--- src/rtl/pkt_src_arb_pkg.sv ---
// Shared types and helpers for the packet-source round-robin scheduler.
package pkt_src_arb_pkg;

    typedef enum logic [1:0] {
        ST_IDLE  = 2'd0,
        ST_START = 2'd1,
        ST_XFER  = 2'd2,
        ST_GAP   = 2'd3
    } state_t;

    localparam int DEF_DW = 16;

    // Index reached by stepping 'step' places past 'cur' in a ring of n.
    function automatic int rr_next(input int cur, input int step, input int n);
        return (cur + step) % n;
    endfunction

endpackage

--- src/rtl/rr_arb_n.sv ---
// N-way round-robin picker: combinational search starting after the last winner.
// Pointer register moves to the winner only when i_take is asserted; no backpressure of its own.
module rr_arb_n
    import pkt_src_arb_pkg::*;
#(
    parameter int N  = 2,
    parameter int IW = (N > 1) ? $clog2(N) : 1
) (
    input  logic          clk,
    input  logic          rst_n,
    input  logic [N-1:0]  i_elig,
    input  logic          i_take,
    output logic          o_any,
    output logic [IW-1:0] o_idx
);

    logic [IW-1:0] r_ptr;
    logic [IW-1:0] w_cand;

    always_comb begin
        o_any  = 1'b0;
        o_idx  = r_ptr;
        w_cand = r_ptr;
        for (int k = 1; k <= N; k++) begin
            w_cand = IW'(rr_next(int'(r_ptr), k, N));
            if (!o_any && i_elig[w_cand]) begin
                o_any = 1'b1;
                o_idx = w_cand;
            end
        end
    end

    // Reset to N-1 so that source 0 is the first one searched.
    always_ff @(posedge clk or negedge rst_n) begin
        if (!rst_n) begin
            r_ptr <= IW'(N - 1);
        end else if (i_take) begin
            r_ptr <= o_idx;
        end
    end

endmodule

--- src/rtl/pkt_src_arb.sv ---
// Round-robin scheduler sharing one downstream packet port among N sources; 1-cycle data latency.
// Downstream rdy is passed combinationally to the granted source only; a watchdog aborts stalled packets.
module pkt_src_arb
    import pkt_src_arb_pkg::*;
#(
    parameter int N       = 2,
    parameter int DW      = DEF_DW,
    parameter int GAP     = 4,
    parameter int TIMEOUT = 64
) (
    input  logic            clk,
    input  logic            rst_n,
    input  logic [N-1:0]    req,
    output logic [N-1:0]    src_en,
    input  logic [N-1:0]    src_busy,
    output logic [N-1:0]    src_rdy,
    input  logic [N*DW-1:0] src_din,
    input  logic [N-1:0]    src_vld,
    input  logic [N-1:0]    src_sop,
    input  logic [N-1:0]    src_eop,
    input  logic [N-1:0]    src_mty,
    output logic [DW-1:0]   dout,
    output logic            dout_vld,
    output logic            dout_sop,
    output logic            dout_eop,
    output logic            dout_mty,
    input  logic            rdy,
    output logic [N-1:0]    grant,
    output logic            err
);

    localparam int IW = (N > 1) ? $clog2(N) : 1;
    localparam int WW = $clog2(TIMEOUT + 1);
    localparam int GW = $clog2(GAP + 1);
    localparam logic [WW-1:0] WD_LAST  = WW'(TIMEOUT - 1);
    localparam logic [GW-1:0] GAP_LAST = GW'(GAP - 1);
    localparam logic [N-1:0]  ONE      = {{(N-1){1'b0}}, 1'b1};

    state_t          r_state, w_state_nxt;
    logic [N-1:0]    r_grant, r_en;
    logic            r_err;
    logic [WW-1:0]   r_wd;
    logic [GW-1:0]   r_gap;
    logic [DW-1:0]   r_dout;
    logic            r_vld, r_sop, r_eop, r_mty;

    logic [N-1:0]    w_elig;
    logic            w_any, w_take, w_abort, w_xfer;
    logic [IW-1:0]   w_idx;
    logic [DW-1:0]   w_din;
    logic            w_vld, w_sop, w_eop, w_mty;

    assign w_elig = req & ~src_busy;

    rr_arb_n #(.N(N), .IW(IW)) u_rr_arb (
        .clk    (clk),
        .rst_n  (rst_n),
        .i_elig (w_elig),
        .i_take (w_take),
        .o_any  (w_any),
        .o_idx  (w_idx)
    );

    // Only the owner's inputs are looked at; everyone else is masked out.
    always_comb begin
        w_din = '0;
        w_vld = 1'b0;
        w_sop = 1'b0;
        w_eop = 1'b0;
        w_mty = 1'b0;
        for (int i = 0; i < N; i++) begin
            if (r_grant[i]) begin
                w_din = src_din[i*DW +: DW];
                w_vld = src_vld[i];
                w_sop = src_sop[i];
                w_eop = src_eop[i];
                w_mty = src_mty[i];
            end
        end
    end

    always_comb begin
        w_state_nxt = r_state;
        w_take      = 1'b0;
        w_abort     = 1'b0;
        case (r_state)
            ST_IDLE: begin
                if (w_any) begin
                    w_take      = 1'b1;
                    w_state_nxt = ST_START;
                end
            end
            ST_START: w_state_nxt = ST_XFER;
            ST_XFER: begin
                // An end-of-packet beat takes priority over a coincident timeout.
                if (w_vld && w_eop) begin
                    w_state_nxt = ST_GAP;
                end else if (!w_vld && rdy && r_wd == WD_LAST) begin
                    w_abort     = 1'b1;
                    w_state_nxt = ST_GAP;
                end
            end
            ST_GAP: begin
                if (r_gap == GAP_LAST) begin
                    w_state_nxt = ST_IDLE;
                end
            end
            default: w_state_nxt = ST_IDLE;
        endcase
    end

    always_ff @(posedge clk or negedge rst_n) begin
        if (!rst_n) begin
            r_state <= ST_IDLE;
        end else begin
            r_state <= w_state_nxt;
        end
    end

    assign w_xfer  = (r_state == ST_XFER);
    assign src_rdy = (w_xfer && rdy) ? r_grant : '0;

    always_ff @(posedge clk or negedge rst_n) begin
        if (!rst_n) begin
            r_grant <= '0;
            r_en    <= '0;
            r_err   <= 1'b0;
            r_wd    <= '0;
            r_gap   <= '0;
        end else begin
            r_en  <= '0;
            r_err <= w_abort;
            if (w_take) begin
                r_grant <= ONE << w_idx;
                r_en    <= ONE << w_idx;
            end else if (r_state == ST_GAP && r_gap == GAP_LAST) begin
                r_grant <= '0;
            end

            if (!w_xfer || w_vld || w_abort) begin
                r_wd <= '0;
            end else if (rdy) begin
                r_wd <= r_wd + 1'b1;
            end

            if (r_state == ST_GAP && r_gap != GAP_LAST) begin
                r_gap <= r_gap + 1'b1;
            end else begin
                r_gap <= '0;
            end
        end
    end

    // Data holds its last value; qualifiers drop to zero when nothing is forwarded.
    always_ff @(posedge clk or negedge rst_n) begin
        if (!rst_n) begin
            r_dout <= '0;
            r_vld  <= 1'b0;
            r_sop  <= 1'b0;
            r_eop  <= 1'b0;
            r_mty  <= 1'b0;
        end else begin
            r_vld <= w_xfer && w_vld;
            r_sop <= w_xfer && w_vld && w_sop;
            r_eop <= w_xfer && w_vld && w_eop;
            r_mty <= w_xfer && w_vld && w_mty;
            if (w_xfer && w_vld) begin
                r_dout <= w_din;
            end
        end
    end

    assign src_en   = r_en;
    assign grant    = r_grant;
    assign err      = r_err;
    assign dout     = r_dout;
    assign dout_vld = r_vld;
    assign dout_sop = r_sop;
    assign dout_eop = r_eop;
    assign dout_mty = r_mty;

endmodule

--- config.mk ---
export PLATFORM = sky130hd
export DESIGN_NAME = pkt_src_arb
export DESIGN_NICKNAME = d
export VERILOG_FILES = /design/src/rtl/pkt_src_arb_pkg.sv /design/src/rtl/rr_arb_n.sv /design/src/rtl/pkt_src_arb.sv
export SDC_FILE = /design/constraint.sdc
export NUM_CORES = 1
export LEC_CHECK = 0
export CAP_MARGIN = 20
export CORE_MARGIN = 8
export CORE_UTILIZATION = 45
export CTS_CLUSTER_SIZE = 10
export DETAILED_ROUTE_END_ITERATION = 10
export DONT_BUFFER_PORTS = 1
export PLACE_DENSITY_LB_ADDON = 0.08
export SYNTH_ARGS = -nofsm -noshare
export SYNTH_HDL_FRONTEND = slang
export SYNTH_HIERARCHICAL = 1
export SYNTH_SLANG_ARGS = --single-unit
--- constraint.sdc ---
create_clock -name clk -period 2.8 [get_ports clk]
set_clock_uncertainty 0.1 [all_clocks]
set_input_delay 0.7 -clock clk [delete_from_list [all_inputs] [get_ports clk]]
set_output_delay 0.7 -clock clk [all_outputs]
set_load 0.02 [all_outputs]
Word-level counts from Yosys, hierarchy flattened
Index checks and enable logic that the tools add are counted.
{ "totals": {"ff_bits": 38, "output_inout_bits": 27, "wordCells": 85} }
{ "classes": {"add_sub_neg": 4, "n_lt_le_gt_ge": 2, "eq_ne": 9, "shifts": 1, "n_mux": 35, "bitwise": 2, "n_reduce_logical": 20} }
{ "op_table": {"columns": ["operator", "n"], "rows": [
  ["two-way mux 16 bit", 2],
  ["two-way mux 1 bit", 21],
  ["two-way mux 2 bit", 8],
  ["two-way mux 7 bit", 2],
  ["logical AND 1 bit", 11],
  ["case mux 2 bit (4 select lines)", 1],
  ["adder 7 x 1 -> 7 bit, second input constant", 1],
  ["== test 7 x 6 -> 1 bit, second input constant", 1],
  ["== test 2 bit, second input constant", 2],
  ["less-than comparator 1 x 2 -> 1 bit, second input constant", 2],
  ["nonzero test 2 bit", 2],
  ["adder 3 x 1 -> 3 bit, second input constant", 1],
  ["== test 3 x 2 -> 1 bit, second input constant", 1],
  ["zero test 1 bit", 3],
  ["two-way mux 3 bit", 1],
  ["inequality test 3 x 1 -> 1 bit, second input constant", 1],
  ["inequality test 3 x 2 -> 1 bit, second input constant", 1],
  ["AND reduction 3 bit", 1],
  ["adder 1 bit, second input constant", 2],
  ["AND 2 bit", 1],
  ["== test 2 x 1 -> 1 bit, second input constant", 1],
  ["zero test 2 bit", 1],
  ["logical OR 1 bit", 2],
  ["inequality test 2 x 1 -> 1 bit, second input constant", 1],
  ["3 further kinds", 3]
]} }

Logic depth before layout (Yosys ltp)
Gate-level depths: netlist of the first run.
{ "logic_depth": {"word_depth": 11, "mapped_depth": 6} }

Cells and area by module
The synthesis of the first run kept the hierarchy.
{ "modules_own_cells": {"columns": ["mod", "instances", "cells_per_inst", "area_per_inst_um2", "seq_area_each_um2"], "rows": [
  ["pkt_src_arb", 1, 162, 1660.3, 925.9],
  ["rr_arb_n", 1, 6, 57.6, 26.3]
]} }

Worst setup path before layout of the first run
No wires, ideal clock.
{ "synth_timing": {"path_kind": "in2reg", "start": "input port rdy", "end": "register r_state[1]", "setup_time_ps": 128, "t_arrival_ps": 2018, "required_time_ps": 2572, "setup_slack_ps": 555, "path_stages": 5, "path_buffers": 1, "path_cell_list": "buf_2 -> nand4_1 -> or4_1 -> a31oi_1 -> mux2_1"} }
{ "synth_between": {"elab_chain_cells": 4} }
{ "synth_lines": {"columns": ["element", "line", "source"], "rows": [
  ["start: declaration", "pkt_src_arb.sv:27", "input logic rdy,"],
  ["logical AND 1 bit (2 in a row)", "pkt_src_arb.sv:98", "end else if (!w_vld && rdy && r_wd == WD_LAST) begin"],
  ["inequality test 3 x 1 -> 1 bit (no line)", null, null],
  ["AND reduction 3 bit (no line)", null, null],
  ["end signal: assignment", "pkt_src_arb.sv:116", "r_state <= w_state_nxt;"],
  ["end: declaration", "pkt_src_arb.sv:39", "state_t r_state, w_state_nxt;"]
]} }
Every way passes these cells.
A chain may end at the register's enable or synchronous reset.

Worst setup path after layout of the first run
{ "layout_timing": {"start": "register r_state[0]", "end": "output port src_rdy[0]"} }
{ "layout_between": {"elab_chain_cells": 3} }
{ "layout_lines": {"columns": ["element", "line", "source"], "rows": [
  ["== test 2 bit", "pkt_src_arb.sv:120", "assign w_xfer = (r_state == ST_XFER);"],
  ["logical AND 1 bit", "pkt_src_arb.sv:121", "assign src_rdy = (w_xfer && rdy) ? r_grant : '0;"],
  ["two-way mux 2 bit", "pkt_src_arb.sv:121", null],
  ["end: declaration", "pkt_src_arb.sv:16", "output logic [N-1:0] src_rdy,"]
]} }
Every way passes these cells.

==> results.json, run 1 <==
{
  "critical_path.slowest_cell": "dfrtp_1",
  "cp_top_family": "flip-flops",
  "slew_violations": 0,
  "worstSetupPathType": "register to output port",
  "cts_sinks": 38,
  "setup_tns_ns": 0,
  "worst_slew_pin_slew_ns": 0.345,
  "synth_cell_type_count": 31,
  "fillers": 334,
  "required_ns": 2.00,
  "end_kind": "output port",
  "synth_area_per_cell_um2": 10.2,
  "cts_tree": "yes",
  "dieArea_um2": 6050,
  "path_cells": "inv_1 -> ha_1 -> and3_1",
  "irDropWorstVdd_mv": 0.460,
  "p_leak_nw": 0.891,
  "hold_buffers": 1,
  "setup_viol": 0,
  "p_comb_frac": 0.280,
  "switching_power_w": 0.000901,
  "drv_cap": 0,
  "synthMuxAreaShare": 0.0182,
  "fp-row-count": 22,
  "drt_pass1_iterations": 4,
  "grt-ovfl-total": 0,
  "via_count": 1221,
  "fp.coreArea_um2": 3660,
  "final_cells": 220,
  "cts_inserted_buffers": 5,
  "drtIter0Drc": 69,
  "clk_latency_ns": 0.29,
  "avgRoutedWirePerCell_um": 18.4,
  "synth-edff-count": 0,
  "synth_fa_ha_area_frac": 0.0510,
  "cts_root_buffer": "clkbuf_8",
  "grt_max_degree": 38,
  "synth-compound-area-share": 0.167,
  "grt_setup_unrepaired": "no",
  "p_sw_frac": 0.401,
  "yosys.area_share.simple": 0.151,
  "grt_first_pass_wirelength_mm": 6.64,
  "portBuffers": 0,
  "path_max_fanout": 8,
  "final_layout_size_suffix_gt1_frac": 0.0872,
  "synthCells": 168,
  "synth_flop_cell": "dfrtp_1",
  "syn-cell-area_um2": 1720,
  "dp_cells": 211,
  "antenna_found_initial": 0,
  "ioPinCount": 74,
  "synth_xor_area_frac": 0.0255,
  "critPathLaunchType": "register",
  "path_buf_inv": 1,
  "seq_area_frac_synth": 0.554,
  "syn-num-nets": 222,
  "gp_congestion": 0.805,
  "max-slew-margin-rel": 0.770,
  "routed_wirelength_mm": 4.04,
  "ant_nets": 0,
  "crit_arrival_ns": 1.50,
  "fin_nets": 225,
  "hold_class": "input port to asynchronous set/reset pin",
  "post_cts_resize_count": 0,
  "fmax_mhz": 435,
  "drcViolationCount": 0,
  "yosys_warnings": 6,
  "synth-async-reset-ratio": 1.00,
  "status": "complete, no violations",
  "p_per_area_nw_per_um2": 1170,
  "seq_power_share": 0.470,
  "period_minus_slack_ns": 2.30,
  "area_growth_pct": 12.4,
  "die_x_um": 77.8,
  "start_util": 0.469,
  "layout_common_cells": "dfrtp_1, nand2_1, a22oi_1",
  "post-route-period-util": 0.822,
  "clkPwrFrac": 0.250,
  "max_stage_delay_ns": 0.41,
  "grt_pass1_vias": 1305,
  "synth_top_family_by_area": "compound AO/OA/AOI/OAI gates",
  "cts_setup_buffers": 0,
  "cts_buffer_depth": 2,
  "dp_hpwl_mm": 2.98,
  "finalHoldViolCount": 0,
  "track_usage": 0.138,
  "cts_max_level": 2,
  "clk_transition_reported_paths_ns": 0.08,
  "synth-seq-cells": 38,
  "fp.dieH_um": 77.8,
  "diodes": 0,
  "via_per_inst": 5.55,
  "final_common_cell": "dfrtp_1",
  "internal_power_w": 0.00135
}
[flip-flops by register name (all words and copies together) (netlist names), 2 cells and up]
| signal | cells |
|---|---|
| r_gap | 3 |
| src_en | 2 |
| r_state | 2 |
| grant | 2 |
| dout | 16 |
| r_wd | 7 |
[metal layers]
metal,share of wire,up-vias,track usage
met2,0.47,54,0.217
met4,0.020,0,0.0604
met1,0.39,573,0.145
met3,0.12,8,0.0829
met5,0,-,0
li1,-,586,-
[area by class of cell]
class | instances | area (um2) | area share
clock inverters | 3 | 68.8 | 0.0356
repair buffers | 4 | 42.5 | 0.0220
clock buffers | 5 | 68.8 | 0.0356
flip-flops and latches | 38 | 952 | 0.493
well taps | 48 | 60.1 | 0.0311
inverters | 7 | 26.3 | 0.0136
multi-input cells | 115 | 712 | 0.369
[synth_stat cells, types with 2 or more instances]
| cell | instances | area share |
|---|---|---|
| dfrtp_1 | 37 | 0.54 |
| nand2_1 | 20 | 0.044 |
| a22oi_1 | 18 | 0.079 |
| o21ai_1 | 18 | 0.052 |
| nor2_1 | 15 | 0.033 |
| clkbuf_1 | 7 | 0.015 |
| ha_1 | 7 | 0.051 |
| inv_1 | 6 | 0.013 |
| nor2b_1 | 5 | 0.018 |
| and3_1 | 3 | 0.011 |
| xor2_1 | 3 | 0.015 |
| a21o_1 | 2 | 0.0087 |
| a21oi_1 | 2 | 0.0058 |
| a31oi_1 | 2 | 0.0073 |
| and2_1 | 2 | 0.0073 |
| mux2i_1 | 2 | 0.012 |
| nand3_1 | 2 | 0.0058 |
| nand4_1 | 2 | 0.0073 |
| or2_1 | 2 | 0.0073 |
| xnor2_1 | 2 | 0.010 |
[stage by stage]
step / util / worst slack, ns / hold WS, ns / area (um2) / total power, W
2_1_floorplan: - / 0.555 / 0.304 / 1720 / 0.00151
3_3_place_gp: 0.484 / 0.613 / 0.305 / 1770 / 0.00165
5_1_grt: 0.527 / 0.412 / 0.131 / 1930 / 0.00242
4_1_cts: 0.527 / 0.508 / 0.127 / 1930 / 0.00228
3_5_place_dp: 0.484 / 0.555 / 0.305 / 1770 / 0.00170
6_report: 0.527 / 0.499 / 0.130 / 1930 / 0.00225
[kinds of logic (layout without fill, tap and decap cells)]
logic type | after synthesis | after routing
compound gates | 45 | 45
simple gates | 55 | 55
xor+xnor | 5 | 5
fa+ha+maj | 7 | 7
buf+inv | 15 | 19
flops | 38 | 38
mux | 3 | 3
[power by group through the flow]
| stage | Sequential [W] | Combinational [W] | Clock, W |
|---|---|---|---|
| 4_1_cts | 0.00107 | 0.000632 | 0.000577 |
| 6_report | 0.00106 | 0.000631 | 0.000562 |
| 3_3_place_gp | 0.00107 | 0.000583 | 0 |
| 5_1_grt | 0.00109 | 0.000733 | 0.000596 |
| 3_5_place_dp | 0.00108 | 0.000618 | 0 |
| 2_1_floorplan | 0.00104 | 0.000477 | 0 |
[path summary, 6_finish.rpt]
kind                            start         end  slack [ns]  depth (start not counted)
setup reg to reg              r_wd[0]  r_state[1]        0.67                          5
max in group asynchronous       rst_n     dout[0]        2.27                          1
hold reg to reg              r_gap[0]    r_gap[0]        0.34                          1
setup / recovery           r_state[0]  src_rdy[0]        0.50                          3
min in group clk             r_gap[0]    r_gap[0]        0.34                          1
hold / removal                  rst_n     r_wd[2]        0.13                          1
Note: power is estimated with default switching activity, not from simulation.
==> run 2, diff against run 1 <==
==> constraint.sdc (replaced) <==
create_clock -name clk -period 2.1 [get_ports clk]
set_clock_uncertainty 0.1 [all_clocks]
set_input_delay 0.525 -clock clk [delete_from_list [all_inputs] [get_ports clk]]
set_output_delay 0.525 -clock clk [all_outputs]
set_load 0.02 [all_outputs]
==> results.json, run 2 (synthesized netlist as in run 1, its figures left out) <==
{
  "grt_max_degree": 39,
  "critPathLaunch": "r_wd[0]",
  "cts_sinks": 38,
  "diodes": 0,
  "use_met2": 0.205,
  "track_usage": 0.131,
  "timing.rr.end": "r_state[1]",
  "cts_buffer_depth": 2,
  "status": "complete, no violations",
  "fp.coreArea_um2": 3660,
  "dieArea_um2": 6050,
  "clk_latency_ns": 0.29,
  "largest_register_ffs": 16,
  "post-route-period-util": 0.957,
  "hold_class": "input port to register",
  "path_max_fanout": 3,
  "fp-row-count": 22,
  "rrSetupSlack_ns": 0.09,
  "portBuffers": 0,
  "grt_first_pass_wirelength_mm": 6.33,
  "grt_pass1_vias": 1282,
  "via_per_inst": 5.45,
  "dp_hpwl_mm": 3.07,
  "grtUsageMet3": 0.0783,
  "final_layout_size_suffix_gt1_frac": 0.113,
  "critPathLaunchType": "register",
  "worstSetupPathType": "register to register",
  "p_per_area_nw_per_um2": 1450,
  "grt-ovfl-total": 0,
  "irDropWorstVdd_mv": 0.488,
  "final_common_cell": "dfrtp_1",
  "dp_cells": 215,
  "cts_max_level": 2,
  "ioPinCount": 74,
  "period_minus_slack_ns": 2.01,
  "start_util": 0.469,
  "r2r_cells": 5,
  "drt_pass1_iterations": 4,
  "avgRoutedWirePerCell_um": 17.6,
  "cts_inserted_buffers": 5,
  "end_kind": "register",
  "slew_violations": 0,
  "setup_viol": 0,
  "worst_slew_pin_slew_ns": 0.423,
  "ant_nets": 0,
  "cts_root_buffer": "clkbuf_8",
  "fmax_mhz": 497,
  "final_area_um2": 1930,
  "r2r_start": "r_wd[0]",
  "max-slew-margin-rel": 0.717,
  "required_ns": 2.17,
  "die_x_um": 77.8,
  "finalHoldViolCount": 0,
  "hold_ws_ns": 0.282,
  "drv_cap": 0,
  "area_growth_pct": 12.6,
  "via_count": 1226,
  "routed_wirelength_mm": 3.96,
  "drtIter0Drc": 37,
  "utilization": 0.528,
  "grt_use_met1": 0.142,
  "drcViolationCount": 0,
  "placed_cell_area_um2": 1810,
  "cts_tree": "yes",
  "grt_setup_unrepaired": "no",
  "min_from": "rdy",
  "top_usage_layer": "met2",
  "gp_congestion": 0.777,
  "final_cells": 225,
  "layout_common_cells": "dfrtp_1, nand2_1, a22oi_1",
  "p_leak_nw": 0.892,
  "fp.dieH_um": 77.8,
  "clk_transition_reported_paths_ns": 0.08,
  "antenna_found_initial": 0,
  "crit_arrival_ns": 2.08,
  "fin_nets": 230,
  "setup_tns_ns": 0,
  "critical_path.endpoint": "r_state[1]"
}
run 2: cell count changes in the layout (fill, tap and decap cells not counted):
| cell | previous run | this run |
|---|---|---|
| clkinv_2 | 0 | 1 |
| clkinv_4 | 1 | 0 |
| ha_2 | 0 | 1 |
| ha_1 | 7 | 6 |
| buf_6 | 0 | 1 |
| dlygate4sd3_1 | 0 | 1 |
| clkinvlp_4 | 0 | 1 |
| bufinv_16 | 2 | 0 |
| clkbuf_8 | 5 | 6 |
| buf_4 | 3 | 6 |
run 2: worst min path at each step:
stage | end | depth (start not counted)
3_5_place_dp | r_wd[3] | 0
5_1_grt | r_wd[0] | 2
4_1_cts | r_wd[0] | 2
2_1_floorplan | dout[0] | 0
6_report | r_wd[0] | 2
3_3_place_gp | r_wd[3] | 0
run 2: final cells by class:
| cell class | count | area, um2 |
|---|---|---|
| sequential | 38 | 952 |
| clock buffer | 6 | 82.6 |
| tap | 48 | 60.1 |
| timing repair buffer | 9 | 86.3 |
| clock inverter | 2 | 12.5 |
| inverter | 7 | 26.3 |
| fill | 328 | 1730 |
| multi-input combinational | 115 | 714 |
run 2: timing repair:
| item | in CTS | in global routing |
|---|---|---|
| hold endpoints to repair | 38 | 0 |
| gates resized for setup | 0 | 1 |
| setup buffers | 0 | 0 |
| endpoints found under the setup margin | 0 | 2 |
| hold buffers | 2 | 0 |
run 2: power by group:
group | internal, W | switching [W] | total, W
Clock | 0.000264 | 0.000256 | 0.000519
Sequential | 0.000988 | 0.000396 | 0.00138
Combinational | 0.000373 | 0.000522 | 0.000895
Total | 0.00163 | 0.00117 | 0.00280
run 2: layer usage:
metal	vias up	wire [um]
met5	-	0
met1	575	1580
met3	6	457
met2	48	1860
li1	597	-
met4	0	54
run 2: worst max-delay path, cell delays in order, from the launching register on:
cell     delay, ns
dfrtp_1       0.40
ha_1          0.19
nand4_1       0.13
or4_1         0.48
a31oi_1       0.25
mux2_1        0.34
run 2: per-stage QoR:
stage	setup slack, ns	total power, W
global route	0.000794	0.00301
finish	0.0893	0.00280
CTS	0.00626	0.00284
floorplan	0.0298	0.00202
detailed placement	0.0755	0.00229
global placement	0.0992	0.00222
==> run 3, diff against run 2 <==
--- a/config.mk
+++ b/config.mk
@@ -6,12 +6,14 @@
 export NUM_CORES = 1
 export LEC_CHECK = 0
 export CAP_MARGIN = 20
+export CORE_ASPECT_RATIO = 0.8
 export CORE_MARGIN = 8
 export CORE_UTILIZATION = 45
 export CTS_CLUSTER_SIZE = 10
 export DETAILED_ROUTE_END_ITERATION = 10
 export DONT_BUFFER_PORTS = 1
 export PLACE_DENSITY_LB_ADDON = 0.08
+export SKIP_CTS_REPAIR_TIMING = 1
 export SYNTH_ARGS = -nofsm -noshare
 export SYNTH_HDL_FRONTEND = slang
 export SYNTH_HIERARCHICAL = 1
==> results.json, run 3 (synthesized netlist as in run 1, its figures left out) <==
{
  "status": "complete, no violations",
  "r2r_start": "r_wd[0]",
  "setup_tns_ns": 0,
  "gp_congestion": 0.731,
  "fillers": 356,
  "portBuffers": 0,
  "grt_max_degree": 39,
  "rrSetupSlack_ns": 0.10,
  "fin_nets": 230,
  "fp.dieH_um": 71.3,
  "dp_hpwl_mm": 2.98,
  "irDropWorstVdd_mv": 0.678,
  "final_cells": 219,
  "via_per_inst": 5.53,
  "final_common_cell": "dfrtp_1",
  "cts_inserted_buffers": 5,
  "timing.rr.end": "r_state[1]",
  "cts_sinks": 38,
  "area_growth_pct": 12.2,
  "clk_latency_ns": 0.28,
  "max-slew-margin-rel": 0.641,
  "track_usage": 0.135,
  "hold_class": "input port to register",
  "crit_arrival_ns": 1.39,
  "post-route-period-util": 0.958,
  "ant_nets": 0,
  "dieArea_um2": 6060,
  "grt-ovfl-total": 0,
  "routed_wirelength_mm": 4.01,
  "final_layout_size_suffix_gt1_frac": 0.114,
  "finalHoldViolCount": 0,
  "avgRoutedWirePerCell_um": 18.3,
  "setup_viol": 0,
  "grt_pass1_vias": 1257,
  "clk_transition_reported_paths_ns": 0.07,
  "r2r_cells": 5,
  "antenna_found_initial": 0,
  "path_cells": "inv_1 -> ha_2 -> and3_1",
  "worst_slack_ns": 0.0872,
  "total_power_w": 0.00278,
  "end_kind": "output port",
  "grt_setup_unrepaired": "yes",
  "via_count": 1211,
  "largest_register_ffs": 16,
  "slew_violations": 0,
  "p_per_area_nw_per_um2": 1440,
  "cts_root_buffer": "clkbuf_8",
  "layout_common_cells": "dfrtp_1, nand2_1, a22oi_1",
  "worstSetupPathType": "register to output port",
  "fp.coreArea_um2": 3730,
  "drv_cap": 0,
  "min_to": "r_wd[0]",
  "max_stage_delay_ns": 0.40,
  "path_max_fanout": 8,
  "critical_path.slowest_cell": "dfrtp_1",
  "period_minus_slack_ns": 2.01,
  "cts_buffer_depth": 2,
  "cts_tree": "yes",
  "final_area_um2": 1930,
  "dp_cells": 211,
  "required_ns": 1.47,
  "critPathLaunchType": "register",
  "diodes": 0,
  "drtIter0Drc": 48,
  "start_util": 0.461,
  "drcViolationCount": 0,
  "placed_cell_area_um2": 1800,
  "min_from": "rdy",
  "p_leak_nw": 0.891,
  "cts_max_level": 2,
  "fmax_mhz": 497,
  "fp-row-count": 20,
  "worst_slew_pin_slew_ns": 0.537,
  "die_x_um": 85.1,
  "ioPinCount": 74,
  "pre_cts_ws_ns": 0.0958,
  "hold_path_depth": 2,
  "grt_first_pass_wirelength_mm": 6.38,
  "drt_pass1_iterations": 4
}
## run 3: cell types whose count changed in the layout (fill, tap and decap cells not counted)
cell        change
a31oi_1         -1
a31oi_2         +1
clkinv_2        -1
clkinvlp_4      -1
or4_1           -1
or4_4           +1
## run 3: stage by stage
step | hold slack (ns) | utilization
after floorplan | 0.129 | -
after global placement | 0.131 | 0.480
after detailed placement | 0.131 | 0.483
after CTS | -0.180 | 0.505
after global routing | 0.297 | 0.517
final | 0.302 | 0.517
## run 3: final cells by class
| cell class | instances | area [um2] | share of cell area |
|---|---|---|---|
| timing repair buffer | 9 | 86.3 | 0.0448 |
| sequential | 38 | 952 | 0.494 |
| tap | 44 | 55.1 | 0.0286 |
| multi-input combinational | 115 | 724 | 0.376 |
| inverter | 7 | 26.3 | 0.0136 |
| clock buffer | 6 | 82.6 | 0.0429 |
## run 3: where the power goes
group	internal [W]	switching, W
sequential	0.000989	0.000402
clock	0.000253	0.000239
combinational	0.000375	0.000524
total	0.00162	0.00116
## run 3: how the worst max path moves through the flow
stage	startpoint	endpoint	slack, ns
floorplan	rdy	r_state[1]	0.03
global placement	grant[0]	dout[4]	0.09
detailed placement	src_vld[0]	r_state[1]	0.1
CTS	r_state[0]	src_rdy[0]	0.03
global route	r_wd[0]	r_state[1]	-0.04
finish	r_state[0]	src_rdy[0]	0.09
## run 3: worst max-delay path: cells and delay by family, from the launching register on
kind / cells / cell delay (ns)
adder cells (fa/ha/maj): 1 / 0.28
flip-flops: 1 / 0.40
buffers and inverters: 1 / 0.12
AND/OR/NAND/NOR: 1 / 0.30
## run 3: layer usage
metal  up-vias  wire (um)  track usage
li1        593          -            -
met1       583       1710        0.160
met2        33       2000        0.210
met3         2        300       0.0629
met4         0          9       0.0453
met5         -          0            0
